===== src/rtl/instr_loader_pkg.sv =====
// Shared types and constants for the boot-time instruction loader.
package instr_loader_pkg;

  typedef enum logic [2:0] {
    IDLE,
    ASSEMBLE,
    WRITE,
    RELEASE,
    DONE
  } state_t;

  localparam int BYTES_PER_WORD = 4;
  localparam int ADDR_STEP      = 4;

endpackage


===== src/rtl/instr_loader_word_assembler.sv =====
// Packs an MSB-first byte stream into 32-bit words; word_valid marks the byte completing a word.
module word_assembler
  import instr_loader_pkg::*;
(
  input  logic        clk,
  input  logic        rst,
  input  logic        clear,
  input  logic        load,
  input  logic [7:0]  byte_in,
  output logic [31:0] word_next,
  output logic        word_valid
);

  // Only the three earlier bytes need storing; the fourth arrives on byte_in.
  logic [23:0] shreg;
  logic [1:0]  byte_cnt;

  assign word_next  = {shreg, byte_in};
  assign word_valid = load && (byte_cnt == 2'(BYTES_PER_WORD - 1));

  always_ff @(posedge clk or posedge rst) begin
    if (rst) begin
      shreg    <= '0;
      byte_cnt <= '0;
    end else if (clear) begin
      shreg    <= '0;
      byte_cnt <= '0;
    end else if (load) begin
      shreg    <= word_next[23:0];
      byte_cnt <= byte_cnt + 2'd1;
    end
  end

endmodule


===== src/rtl/instr_loader.sv =====
// Loads a byte stream into CPU instruction memory, holding the CPU in reset until the image is complete.
//   state    | meaning
//   IDLE     | power-up, CPU held in reset, waiting for start
//   ASSEMBLE | accepting stream bytes into the current word
//   WRITE    | one cycle presenting the completed word to memory
//   RELEASE  | initialize low, cpu_rst held for RST_CYCLES
//   DONE     | CPU running; a new start reloads
module instr_loader
  import instr_loader_pkg::*;
#(
  parameter logic [31:0] BASE_ADDR  = 32'h0000_0000,
  parameter int          LEN_W      = 8,
  parameter int          RST_CYCLES = 2
) (
  input  logic             clk,
  input  logic             rst,
  input  logic             start,
  input  logic [LEN_W-1:0] num_words,
  input  logic [7:0]       in_data,
  input  logic             in_valid,
  output logic             in_ready,
  output logic             initialize,
  output logic [31:0]      instruction_initialize_data,
  output logic [31:0]      instruction_initialize_address,
  output logic             cpu_rst,
  output logic             busy,
  output logic             done
);

  localparam int RC_W = (RST_CYCLES > 1) ? $clog2(RST_CYCLES) : 1;

  state_t           state;
  logic [LEN_W-1:0] num_words_q;
  logic [LEN_W-1:0] word_cnt;
  logic [RC_W-1:0]  rel_cnt;
  logic             fire;
  logic             asm_clear;
  logic             word_valid;
  logic [31:0]      word_next;

  assign in_ready  = (state == ASSEMBLE);
  assign fire      = in_valid && in_ready;
  assign asm_clear = start && ((state == IDLE) || (state == DONE));

  word_assembler u_word_assembler (
    .clk        (clk),
    .rst        (rst),
    .clear      (asm_clear),
    .load       (fire),
    .byte_in    (in_data),
    .word_next  (word_next),
    .word_valid (word_valid)
  );

  always_ff @(posedge clk or posedge rst) begin
    if (rst) begin
      state                          <= IDLE;
      num_words_q                    <= '0;
      word_cnt                       <= '0;
      rel_cnt                        <= '0;
      initialize                     <= 1'b0;
      instruction_initialize_data    <= '0;
      instruction_initialize_address <= BASE_ADDR;
      cpu_rst                        <= 1'b1;
      busy                           <= 1'b0;
      done                           <= 1'b0;
    end else begin
      case (state)
        IDLE, DONE: begin
          if (start) begin
            num_words_q                    <= num_words;
            word_cnt                       <= '0;
            rel_cnt                        <= RC_W'(RST_CYCLES - 1);
            instruction_initialize_address <= BASE_ADDR;
            instruction_initialize_data    <= '0;
            initialize                     <= 1'b1;
            cpu_rst                        <= 1'b1;
            busy                           <= 1'b1;
            done                           <= 1'b0;
            state                          <= (num_words == '0) ? RELEASE : ASSEMBLE;
          end
        end
        ASSEMBLE: begin
          if (word_valid) begin
            instruction_initialize_data    <= word_next;
            instruction_initialize_address <= BASE_ADDR + 32'(word_cnt) * 32'(ADDR_STEP);
            word_cnt                       <= word_cnt + 1'b1;
            state                          <= WRITE;
          end
        end
        WRITE: begin
          // word_cnt was bumped on entry, so equality means this was the last word.
          if (word_cnt == num_words_q) begin
            initialize <= 1'b0;
            rel_cnt    <= RC_W'(RST_CYCLES - 1);
            state      <= RELEASE;
          end else begin
            state <= ASSEMBLE;
          end
        end
        RELEASE: begin
          initialize <= 1'b0;
          if (rel_cnt == '0) begin
            cpu_rst <= 1'b0;
            busy    <= 1'b0;
            done    <= 1'b1;
            state   <= DONE;
          end else begin
            rel_cnt <= rel_cnt - 1'b1;
          end
        end
        default: state <= IDLE;
      endcase
    end
  end

endmodule


===== config.mk =====
export PLATFORM = sky130hd
export DESIGN_NAME = instr_loader
export DESIGN_NICKNAME = d
export VERILOG_FILES = /design/src/rtl/instr_loader_pkg.sv /design/src/rtl/instr_loader_word_assembler.sv /design/src/rtl/instr_loader.sv
export SDC_FILE = /design/constraint.sdc
export NUM_CORES = 1
export LEC_CHECK = 0
export ABC_AREA = 1
export BUFFER_PORTS_ARGS = -buffer_cell sky130_fd_sc_hd__buf_2
export CORE_AREA = 3 3 119 75
export CTS_CLUSTER_SIZE = 20
export DETAILED_ROUTE_END_ITERATION = 16
export DIE_AREA = 0 0 122 78
export PLACE_DENSITY = 0.83
export SYNTH_ARGS = -nofsm -noshare
export SYNTH_HDL_FRONTEND = slang
export SYNTH_SLANG_ARGS = --single-unit

===== constraint.sdc =====
create_clock -name clk -period 3.34 [get_ports clk]
set_input_delay 0.501 -clock clk [delete_from_list [all_inputs] [get_ports clk]]
set_output_delay 0.501 -clock clk [all_outputs]
set_load 0.01 [all_outputs]

# Yosys cells after proc, flatten, opt, wreduce, memory -nomap -nowiden
# Index checks and enable logic that the tools add are counted.
[classes]
n_reduce_logical = 16
mux = 29
eq_ne = 10
add_sub_neg = 3
[op_table]
columns = ["operator", "count"]
rows = [
  ["one-hot mux 32 bit (2 select lines)", 2],
  ["two-way mux 32 bit", 3],
  ["two-way mux 24 bit", 2],
  ["two-way mux 8 bit", 2],
  ["one-hot mux 8 bit (2 select lines)", 1],
  ["one-hot mux 3 bit (4 select lines)", 1],
  ["AND reduction 3 bit", 4],
  ["two-way mux 3 bit", 3],
  ["adder 8 x 1 -> 8 bit (second input constant)", 1],
  ["equality test 8 bit", 1],
  ["logical NOT 8 bit", 1],
  ["two-way mux 2 bit", 4],
  ["two-way mux 1 bit", 7],
  ["equality test 3 x 2 -> 1 bit (second input constant)", 2],
  ["!= test 2 bit (second input constant)", 3],
  ["one-hot mux 1 bit (3 select lines)", 2],
  ["nonzero test 2 bit", 3],
  ["one-hot mux 1 bit (2 select lines)", 2],
  ["equality test 3 x 1 -> 1 bit (second input constant)", 1],
  ["equality test 3 bit (second input constant)", 1],
  ["logical AND 1 bit", 3],
  ["logical NOT 3 bit", 1],
  ["nonzero test 3 bit", 1],
  ["adder 2 x 1 -> 2 bit (second input constant)", 1],
  ["6 further kinds", 6],
]
[word_totals]
output_inout_bits = 69
wordCells = 70
ff_bits = 114
in_bits = 20

# Depth between registers and ports, before layout
# Gate-level depths: netlist (run 1).
[logic_depth]
word_depth = 5
mapped_depth = 10
depth_no_buf = 10

# Cells and area by module
# From an unflattened synthesis (run 1), not the netlist that was laid out.
[hier_totals]
cells_unflattened = 504
hier_area_um2 = 4251.6
[modules_own_cells]
columns = ["mod", "area_each_um2", "cells_per_inst", "instances", "seq_area_each_um2"]
rows = [
  ["instr_loader", 3119.2, 378, 1, 1602.8],
  ["word_assembler", 1132.3, 126, 1, 650.6],
]

# Worst setup path before layout (run 1)
# OpenSTA, ideal clock, no wires.
[synth_path]
path_type = "reg-to-reg"
from = "register state[0]"
to = "register instruction_initialize_data[5]"
required_ns = 3.220
setup_time_ns = 0.120
n_path_buf = 1
synth_period_minus_slack_ns = 1.320
arrival_time_ns = 1.201
path_slack_ns = 2.020
path_stages_with_launch = 10
cell_sequence = "dfrtp_1 > nor2_2 > inv_2 > nand2_4 > nand2_2 > nor2_4 > inv_4 > buf_6 > nand2_1 > o21ai_2"
[synth_via]
elab_chain_cells = 5
elab_cells_between_ends = 11
cone_classes = "eq/ne (4); mux (1); reduce/logical (6)"
[synth_rtl]
columns = ["element", "line", "text"]
rows = [
  ["from (decl)", "instr_loader.sv:32", "state_t state;"],
  ["from (signal assigned)", "instr_loader.sv:80", "state <= (num_words == '0) ? RELEASE : ASSEMBLE;"],
  ["equality test 3 x 1 -> 1 bit", "instr_loader.sv:41, instr_loader.sv:68", ""],
  ["logical AND 1 bit", "instr_loader.sv:42", "assign fire = in_valid && in_ready;"],
  ["logical AND 1 bit", "instr_loader_word_assembler.sv:19", "assign word_valid = load && (byte_cnt == 2'(BYTES_PER_WORD - 1));"],
  ["!= test 2 x 1 -> 1 bit (no line)", "--", ""],
  ["AND reduction 3 bit (no line)", "--", ""],
  ["to (signal assigned)", "instr_loader.sv:85", "instruction_initialize_data <= word_next;"],
  ["to (decl)", "instr_loader.sv:23", "output logic [31:0] instruction_initialize_data,"],
]
# Parallel ways exist; a longest one is shown, timed or not.
# A chain may end at the register's enable or synchronous reset.

# Final worst setup path (run 1)
[layout_path]
from = "register state[0]"
to = "register u_word_assembler.shreg[0]"
[layout_via]
elab_chain_cells = 4
elab_cells_between_ends = 8
cone_classes = "eq/ne (2); mux (1); reduce/logical (5)"
[layout_rtl]
columns = ["element", "line", "text"]
rows = [
  ["equality test 3 bit / logical NOT 3 bit (equally long branches)", "instr_loader.sv:43", "assign asm_clear = start && ((state == IDLE) || (state == DONE));"],
  ["logical OR 1 bit", "instr_loader.sv:43", ""],
  ["logical AND 1 bit", "instr_loader.sv:43", ""],
  ["two-way mux 24 bit / nonzero test 2 bit (equally long branches)", "--", ""],
  ["to (signal assigned)", "instr_loader_word_assembler.sv:29", "shreg <= word_next[23:0];"],
  ["to (decl)", "instr_loader_word_assembler.sv:15", "logic [23:0] shreg;"],
]
# Parallel ways exist; a longest one is shown, timed or not.

==> impl_metrics.toml, run 1 <==
[timing]
hold_viol_final = 0
finClkSkew_ps = 5.35
whs_ps = 237
setup_tns_ps = 0
fin_ws_ps = 1430
min_period_ps = 1910
rsz0062_at_grt = "no"
slew_headroom = 0.393
report.final.slew_viol_count = 0
fmax_ghz = 0.522
tightestPinTransition_ps = 907
finalSetupViolCount = 0
fin_crit_sh = 0.573

[clocking]
clk_latency_ps = 340
postCtsResizedCells = 0
cts_setup_buffers = 0
cts-root-buf = "clkbuf_16"
cts_hold_buf = 0
cts_tree = "yes"
cts_buffers = 9
cts.sinks = 90
path_clk_slew_ps = 60
htreeDepth = 3
cts_buffer_depth = 2

[power_and_ir_drop]
peakVddDrop_uv = 488
total_leakage_power_uw = 0.00239
power_density_nw_per_um2 = 818

[placement]
portBuffers = 64
dpl.hpwl_um = 6100
post-place-ws_ps = 1410
place_congestion = 0.899
dpl-instance-area_um2 = 4270

[synth]
yosys.area_share.simple = 0.154
synth-async-reset-ratio = 1.00
synth_top_family_by_area = "simple AND/OR/NAND/NOR gates"
synth_adder_area_share = 0.00626
ys.flop_type = "dfrtp_1"
synth_seq_area_share = 0.564
syn_avg_cell_area_um2 = 9.45
synth.ff_latch_count = 90
postSynthCellCount = 423
muxShareOfSynthArea = 0
synth.distinct_cells = 29
synth_compound_area_frac = 0.129
yosys_warnings = 0
synthXorXnorAreaFrac = 0.0110
synth_area_um2 = 4000
synth_edf_count = 0

[worst_setup_path]
reg2reg_slack_ps = 1430
criticalPathCategory = "reg2reg"
critPathCaptureType = "flip-flop"
crit_fanout = 25
worstRegToRegCells = 4
worstPathArrival_ps = 2100
required_ps = 3530
start_kind = "flip-flop"

[cells_and_area]
drive_above_1_share = 0.243
n_antenna_cell = 0
syn_to_final_growth_pct = 13.6
final_nets = 506
design_area_um2 = 4540

[route]
drt-initial-drc-count = 267
dr.pass1.iters = 5
ant_nets = 0
num_vias = 3012
wirelength_um = 8810
wl_per_cell_um = 14.8
remaining_drc_errors = 0
viasPerCell = 5.05

[hold_path]
hold_path.class = "in2async"

[global_route]
overflow = 0
grt_first_pass_wirelength_um = 14600
grt_max_degree = 42
grt_pass1_vias = 2916
grt_use_total = 0.196
antenna_found_initial = 0

[die]
pin_count = 89
die_x_um = 122
fp-row-count = 25
start_util = 0.509
core_area_um2 = 7850
dieArea_um2 = 9520
die_h_um = 78

[outcome]
status = "finished clean"

[job]
drv_cap = 0
==> cells in the final DEF, fill, tap and decap left out, types with 9 or more instances in the layout <==
cell	n
dfrtp_1	89
nand2_1	88
buf_2	64
inv_1	60
o21ai_1	29
o22ai_1	24
conb_1	24
o21ai_0	18
nand2_2	12
o21ai_2	11
nor2_1	9
clkbuf_16	9
==> cell families after synthesis <==
family | count (synthesis)
simple gates | 134
compound gates | 86
fa+ha+maj | 2
flops | 90
other cells | 1
buf+inv | 105
xor+xnor | 5
==> state kept, by name (all words and copies together) (netlist names) <==
register / flops
u_word_assembler.byte_cnt: 2
rel_cnt: 1
state: 3
initialize: 1
instruction_initialize_address: 8
cpu_rst: 1
busy: 1
u_word_assembler.shreg: 24
instruction_initialize_data: 32
num_words_q: 8
word_cnt: 8
done: 1
==> synthesized netlist by cell type, types with 8 or more instances <==
cell	instances	share of area
buf_4	26	0.049
dfrtp_1	89	0.56
inv_1	61	0.057
nand2_1	88	0.083
nand2_2	12	0.019
nand3_1	8	0.010
nand4_1	8	0.013
nor2_1	9	0.0085
o21ai_0	18	0.023
o21ai_1	29	0.036
o21ai_2	11	0.024
o22ai_1	24	0.038
==> power breakdown <==
part / switching [uW] / internal, uW
Combinational: 881 / 377
Clock: 414 / 505
Sequential: 153 / 1380
Total: 1450 / 2260
==> worst paths after layout <==
path	startpoint	endpoint
hold / removal	rst	instruction_initialize_data[24]
setup / recovery	state[0]	u_word_assembler.shreg[0]
max in group asynchronous	rst	instruction_initialize_data[20]
hold reg to reg	rel_cnt	rel_cnt
min in group clk	in_data[7]	instruction_initialize_data[7]
setup reg to reg	state[0]	u_word_assembler.shreg[0]
==> through the flow <==
stage | cells | util | power [uW]
4_1_cts | 597 | 0.578 | 3720
5_1_grt | 597 | 0.578 | 3960
3_5_place_dp | 581 | 0.543 | 2790
6_report | 597 | 0.578 | 3710
3_3_place_gp | 581 | 0.543 | 2720
2_1_floorplan | 446 | - | 2570
==> layer usage <==
layer | GRT usage | wire (um) | vias to the layer above
met2 | 0.282 | 3910 | 113
met3 | 0.0583 | 573 | 13
met5 | 0 | 0 | -
met4 | 0.0459 | 92 | 0
met1 | 0.293 | 4230 | 1473
li1 | - | - | 1413
==> final cells by class <==
type / instances / area (um2)
fillers: 689 / 3310
flip-flops and latches: 90 / 2250
multi-input cells: 251 / 1290
repair buffers: 66 / 335
inverters: 66 / 251
clock buffers: 10 / 229
well taps: 108 / 135
clock inverters: 6 / 43.8
==> worst max-delay path, cell delays in order, from the launching register on <==
cell and delay (ps):
dfrtp_1 410, nor2_2 190, nand2_1 430, nand2_2 570
o22ai_1 150
Note: power is estimated with default switching activity, not from simulation.
==> run 2: changes to the inputs <==
Settings changed: ABC_AREA 1 to 0, CORE_AREA 3 3 119 75 to 3 3 117 74, DIE_AREA 0 0 122 78 to 0 0 120 77, PLACE_DENSITY 0.83 to 0.84.
Clock period 3.34 ns to 1.8 ns, I/O delays scaled along.
==> impl_metrics.toml, run 2 <==
[synth]
synth_area_leader_cell = "dfrtp_1"
syn_avg_cell_area_um2 = 10.5
ys.flop_type = "dfrtp_1"
synthTopCellsByArea = "dfrtp_1, a22o_1, nand2_1"
synth_common_cells = "dfrtp_1, nand2_1, a22o_1"
synth_top_area_share = 0.576
postSynthCellCount = 370
synth.distinct_cells = 38
synth.ff_latch_count = 90
synth_seq_area_share = 0.582
yosysMostFrequentCell = "dfrtp_1"
synth_edf_count = 0
yosys_warnings = 0
synth_area_um2 = 3870
synth-async-reset-ratio = 1.00

[cells_and_area]
layout_commonest_cell = "dfrtp_1"
max_flop_register = "instruction_initialize_data"
syn_to_final_growth_pct = 19.2
n_antenna_cell = 0
final_cell_mix = "dfrtp_1, nand2_1, buf_2, a22o_1, nand3_1"
final_nets = 462
reg_top3 = "instruction_initialize_data (32), u_word_assembler.shreg (24)"
drive_above_1_share = 0.229
largest_reg_flops = 32

[route]
num_vias = 2959
ant_nets = 0
dr.pass1.iters = 5
wl_per_cell_um = 16.1
wirelength_um = 8910
drt-initial-drc-count = 267
viasPerCell = 5.35
remaining_drc_errors = 0

[die]
core_area_um2 = 7730
pin_count = 89
fp-row-count = 25
die_x_um = 120
start_util = 0.501
dieArea_um2 = 9240
die_h_um = 77

[power_and_ir_drop]
peakVddDrop_uv = 590
power_uw = 7020
power_density_nw_per_um2 = 1520
total_leakage_power_uw = 0.00249

[worst_setup_path]
critPathCaptureType = "output pin"
worstPathArrival_ps = 1520
required_ps = 1530
crit_fanout = 13
criticalPathCategory = "reg2out"
start_kind = "flip-flop"

[placement]
post-place-ws_ps = 152
place_congestion = 0.889
dpl.hpwl_um = 6120
portBuffers = 64

[clocking]
cts_buffers = 9
cts-root-buf = "clkbuf_16"
htreeDepth = 3
cts.sinks = 90
cts_buffer_depth = 2
clk_latency_ps = 340
path_clk_slew_ps = 60
cts_tree = "yes"

[global_route]
grt_use_total = 0.204
grt_pass1_vias = 2869
grt_first_pass_wirelength_um = 14800
overflow = 0
grt_max_degree = 91
antenna_found_initial = 0

[timing]
hold_viol_final = 0
min_period_ps = 1790
finalSetupViolCount = 0
whs_ps = 61.1
fin_ws_ps = 6.34
fin_crit_sh = 0.996
finClkSkew_ps = 4.35
fmax_ghz = 0.558
report.final.slew_viol_count = 0

[outcome]
status = "finished clean"

[hold_path]
hold_path.class = "in2async"

[job]
drv_cap = 0
[run 2: logic make-up (layout without fill, tap and decap cells)]
logic type,after synthesis,in the layout,share of synthesized area
multiplexers,1,1,0.00259
flip-flops,90,90,0.582
buffers and inverters,51,103,0.0786
AO/OA/AOI/OAI,68,68,0.136
XOR/XNOR,9,9,0.0204
adder cells (fa/ha/maj),2,2,0.00647
AND/OR/NAND/NOR,148,148,0.173
other,1,24,0.000969
[run 2: what timing repair did]
item | CTS | global route
gates resized for setup | 0 | 1
endpoints found under the setup margin | 0 | 1
buffers inserted | 0 | 1
hold buffers | 0 | 0
[run 2: layout make-up]
type	count	area, um2
fill	628	3110
sequential	90	2250
multi-input combinational	252	1400
timing repair buffer	83	492
clock buffer	13	270
tap	108	135
clock inverter	3	46.3
inverter	4	18.8
[run 2: path summary, 6_finish.rpt]
check / from / to / slack [ps] / cells past startpoint
max in group asynchronous: rst / instruction_initialize_data[24] / 1400 / 3
min in group clk: num_words[0] / num_words_q[0] / 140 / 3
hold / removal: rst / rel_cnt / 60 / 3
setup / recovery: state[1] / in_ready / 6 / 3
hold reg to reg: u_word_assembler.shreg[16] / instruction_initialize_data[24] / 500 / 1
setup reg to reg: state[1] / u_word_assembler.shreg[9] / 110 / 6
[run 2: report_power, final]
group | internal, uW | switching [uW] | total (uW) | leakage, uW
Sequential | 2610 | 495 | 3110 | 0.00120
Clock | 1190 | 750 | 1940 | 0.000152
Combinational | 801 | 1170 | 1970 | 0.00113
[run 2: worst max-delay path, cell delays in order, from the launching register on]
cell and delay, ps:
dfrtp_1 530, nor3b_4 330, buf_4 190, buf_2 130
[run 2: layer usage]
metal  up-vias  global-route usage  routed length [um]
li1       1371                   -                   -
met1      1451               0.295                4200
met2       120               0.295                3900
met3        17              0.0545                 657
met4         0              0.0789                 155
met5         -                   0                   0
[run 2: stage by stage]
step / utilization / cells / cell area, um2 / TNS [ps]
2_1_floorplan: - / 393 / 3960 / 0
3_5_place_dp: 0.555 / 536 / 4290 / 0
3_3_place_gp: 0.555 / 536 / 4290 / 0
6_report: 0.597 / 553 / 4610 / 0
5_1_grt: 0.597 / 553 / 4610 / -4.34
4_1_cts: 0.596 / 552 / 4600 / 0
==> run 3: changes to the inputs <==
Settings changed: CELL_PAD_IN_SITES_DETAIL_PLACEMENT from default to 1, CELL_PAD_IN_SITES_GLOBAL_PLACEMENT from default to 2, CORE_AREA 3 3 117 74 to 3 3 144 90, DIE_AREA 0 0 120 77 to 0 0 147 93, PLACE_DENSITY 0.84 to 0.86.
==> impl_metrics.toml, run 3 (synthesized netlist as in run 2, its figures left out) <==
[die]
die_x_um = 147
start_util = 0.326
die_h_um = 93
dieArea_um2 = 13700
pin_count = 89
fp-row-count = 31
core_area_um2 = 11900

[cells_and_area]
final_cell_mix = "dfrtp_1, nand2_1, buf_2, a22o_1, nand3_1"
drive_above_1_share = 0.229
syn_to_final_growth_pct = 20.4
max_flop_register = "instruction_initialize_data"
n_antenna_cell = 0
layout_commonest_cell = "dfrtp_1"
reg_top3 = "instruction_initialize_data (32), u_word_assembler.shreg (24)"
largest_reg_flops = 32
final_nets = 462
final_cells = 610

[global_route]
grtUsageMet2 = 0.205
grt_use_total = 0.146
grt_max_degree = 54
antenna_found_initial = 1
grt_pass1_vias = 2947
grt_util_met3 = 0.0431
grt_first_pass_wirelength_um = 15800
overflow = 0
use_met1 = 0.219
gr-max-usage-layer = "met1"

[worst_setup_path]
worstPathArrival_ps = 1420
crit_fanout = 6
required_ps = 1530
worstRegToRegCells = 5
criticalPathCategory = "reg2out"
start_kind = "flip-flop"
critPathCaptureType = "output pin"

[timing]
min_period_ps = 1690
hold_viol_final = 0
finalSetupViolCount = 0
fmax_ghz = 0.593
finClkSkew_ps = 8.51
setup_tns_ps = 0
rsz0062_at_grt = "no"
fin_crit_sh = 0.937
report.final.slew_viol_count = 0

[power_and_ir_drop]
total_leakage_power_uw = 0.00247
power_density_nw_per_um2 = 1470
peakVddDrop_uv = 586

[route]
viasPerCell = 4.69
wirelength_um = 9780
num_vias = 2858
dr.pass1.iters = 4
drt-initial-drc-count = 125
remaining_drc_errors = 0
wl_per_cell_um = 16.0
ant_nets = 0

[clocking]
cts-root-buf = "clkbuf_16"
cts_tree = "yes"
postCtsResizedCells = 0
cts_buffers = 9
htreeDepth = 3
cts.sinks = 90
cts_buffer_depth = 2
path_clk_slew_ps = 70
clk_latency_ps = 340

[hold_path]
hold_depth = 3
hold_path.class = "in2reg"

[job]
drv_cap = 0

[placement]
portBuffers = 64
place_congestion = 0.764
place_inst = 593
dpl.hpwl_um = 7010

[outcome]
status = "finished clean"
run 3: per-layer routing:
metal  part of all wire  routed length [um]
met4             0.0087                  85
met5             0.0013                  13
met1               0.52                5110
met3              0.056                 552
met2               0.41                4020
run 3: path summary, 6_finish.rpt:
check,end,slack [ps],startpoint
min reg2reg,instruction_initialize_data[31],500,u_word_assembler.shreg[23]
max reg2reg,word_cnt[7],130,u_word_assembler.byte_cnt[0]
max,in_ready,110,state[2]
min,num_words_q[1],140,num_words[1]
max in group asynchronous,u_word_assembler.shreg[19],730,rst
min in group asynchronous,num_words_q[0],480,rst
run 3: critical path: stages (launching register included):
cell	delay (ps)
dfrtp_1	370
buf_4	160
nor3b_4	220
buf_4	190
buf_2	140
run 3: through the flow:
| stage | setup WS (ps) | utilization | cell area (um2) | power, uW | hold WS, ps |
|---|---|---|---|---|---|
| floorplan | 252 | - | 3960 | 4330 | 375 |
| global placement | 205 | 0.367 | 4360 | 5000 | 290 |
| detailed placement | 106 | 0.367 | 4360 | 5090 | 296 |
| CTS | 90.7 | 0.392 | 4660 | 6930 | 128 |
| global route | 17.4 | 0.392 | 4660 | 7330 | 143 |
| finish | 114 | 0.392 | 4660 | 6830 | 141 |
run 3: power by group:
group,internal [uW],switching [uW]
Sequential,2610,471
Combinational,776,1180
Clock,1020,781
Total,4400,2430
run 3: final cells by class:
type / count / area (um2)
clock buffer: 11 / 253
clock inverter: 5 / 37.5
fill: 1382 / 7210
inverter: 4 / 18.8
multi-input combinational: 252 / 1400
sequential: 90 / 2250
tap: 165 / 206
timing repair buffer: 83 / 490
run 3: timing repair:
item | 4_1_cts | 5_1_grt
hold buffers | 1 | 0
endpoints found under the hold margin | 11 | 0
endpoints found under the setup margin | 0 | 1
buffers inserted | 0 | 0
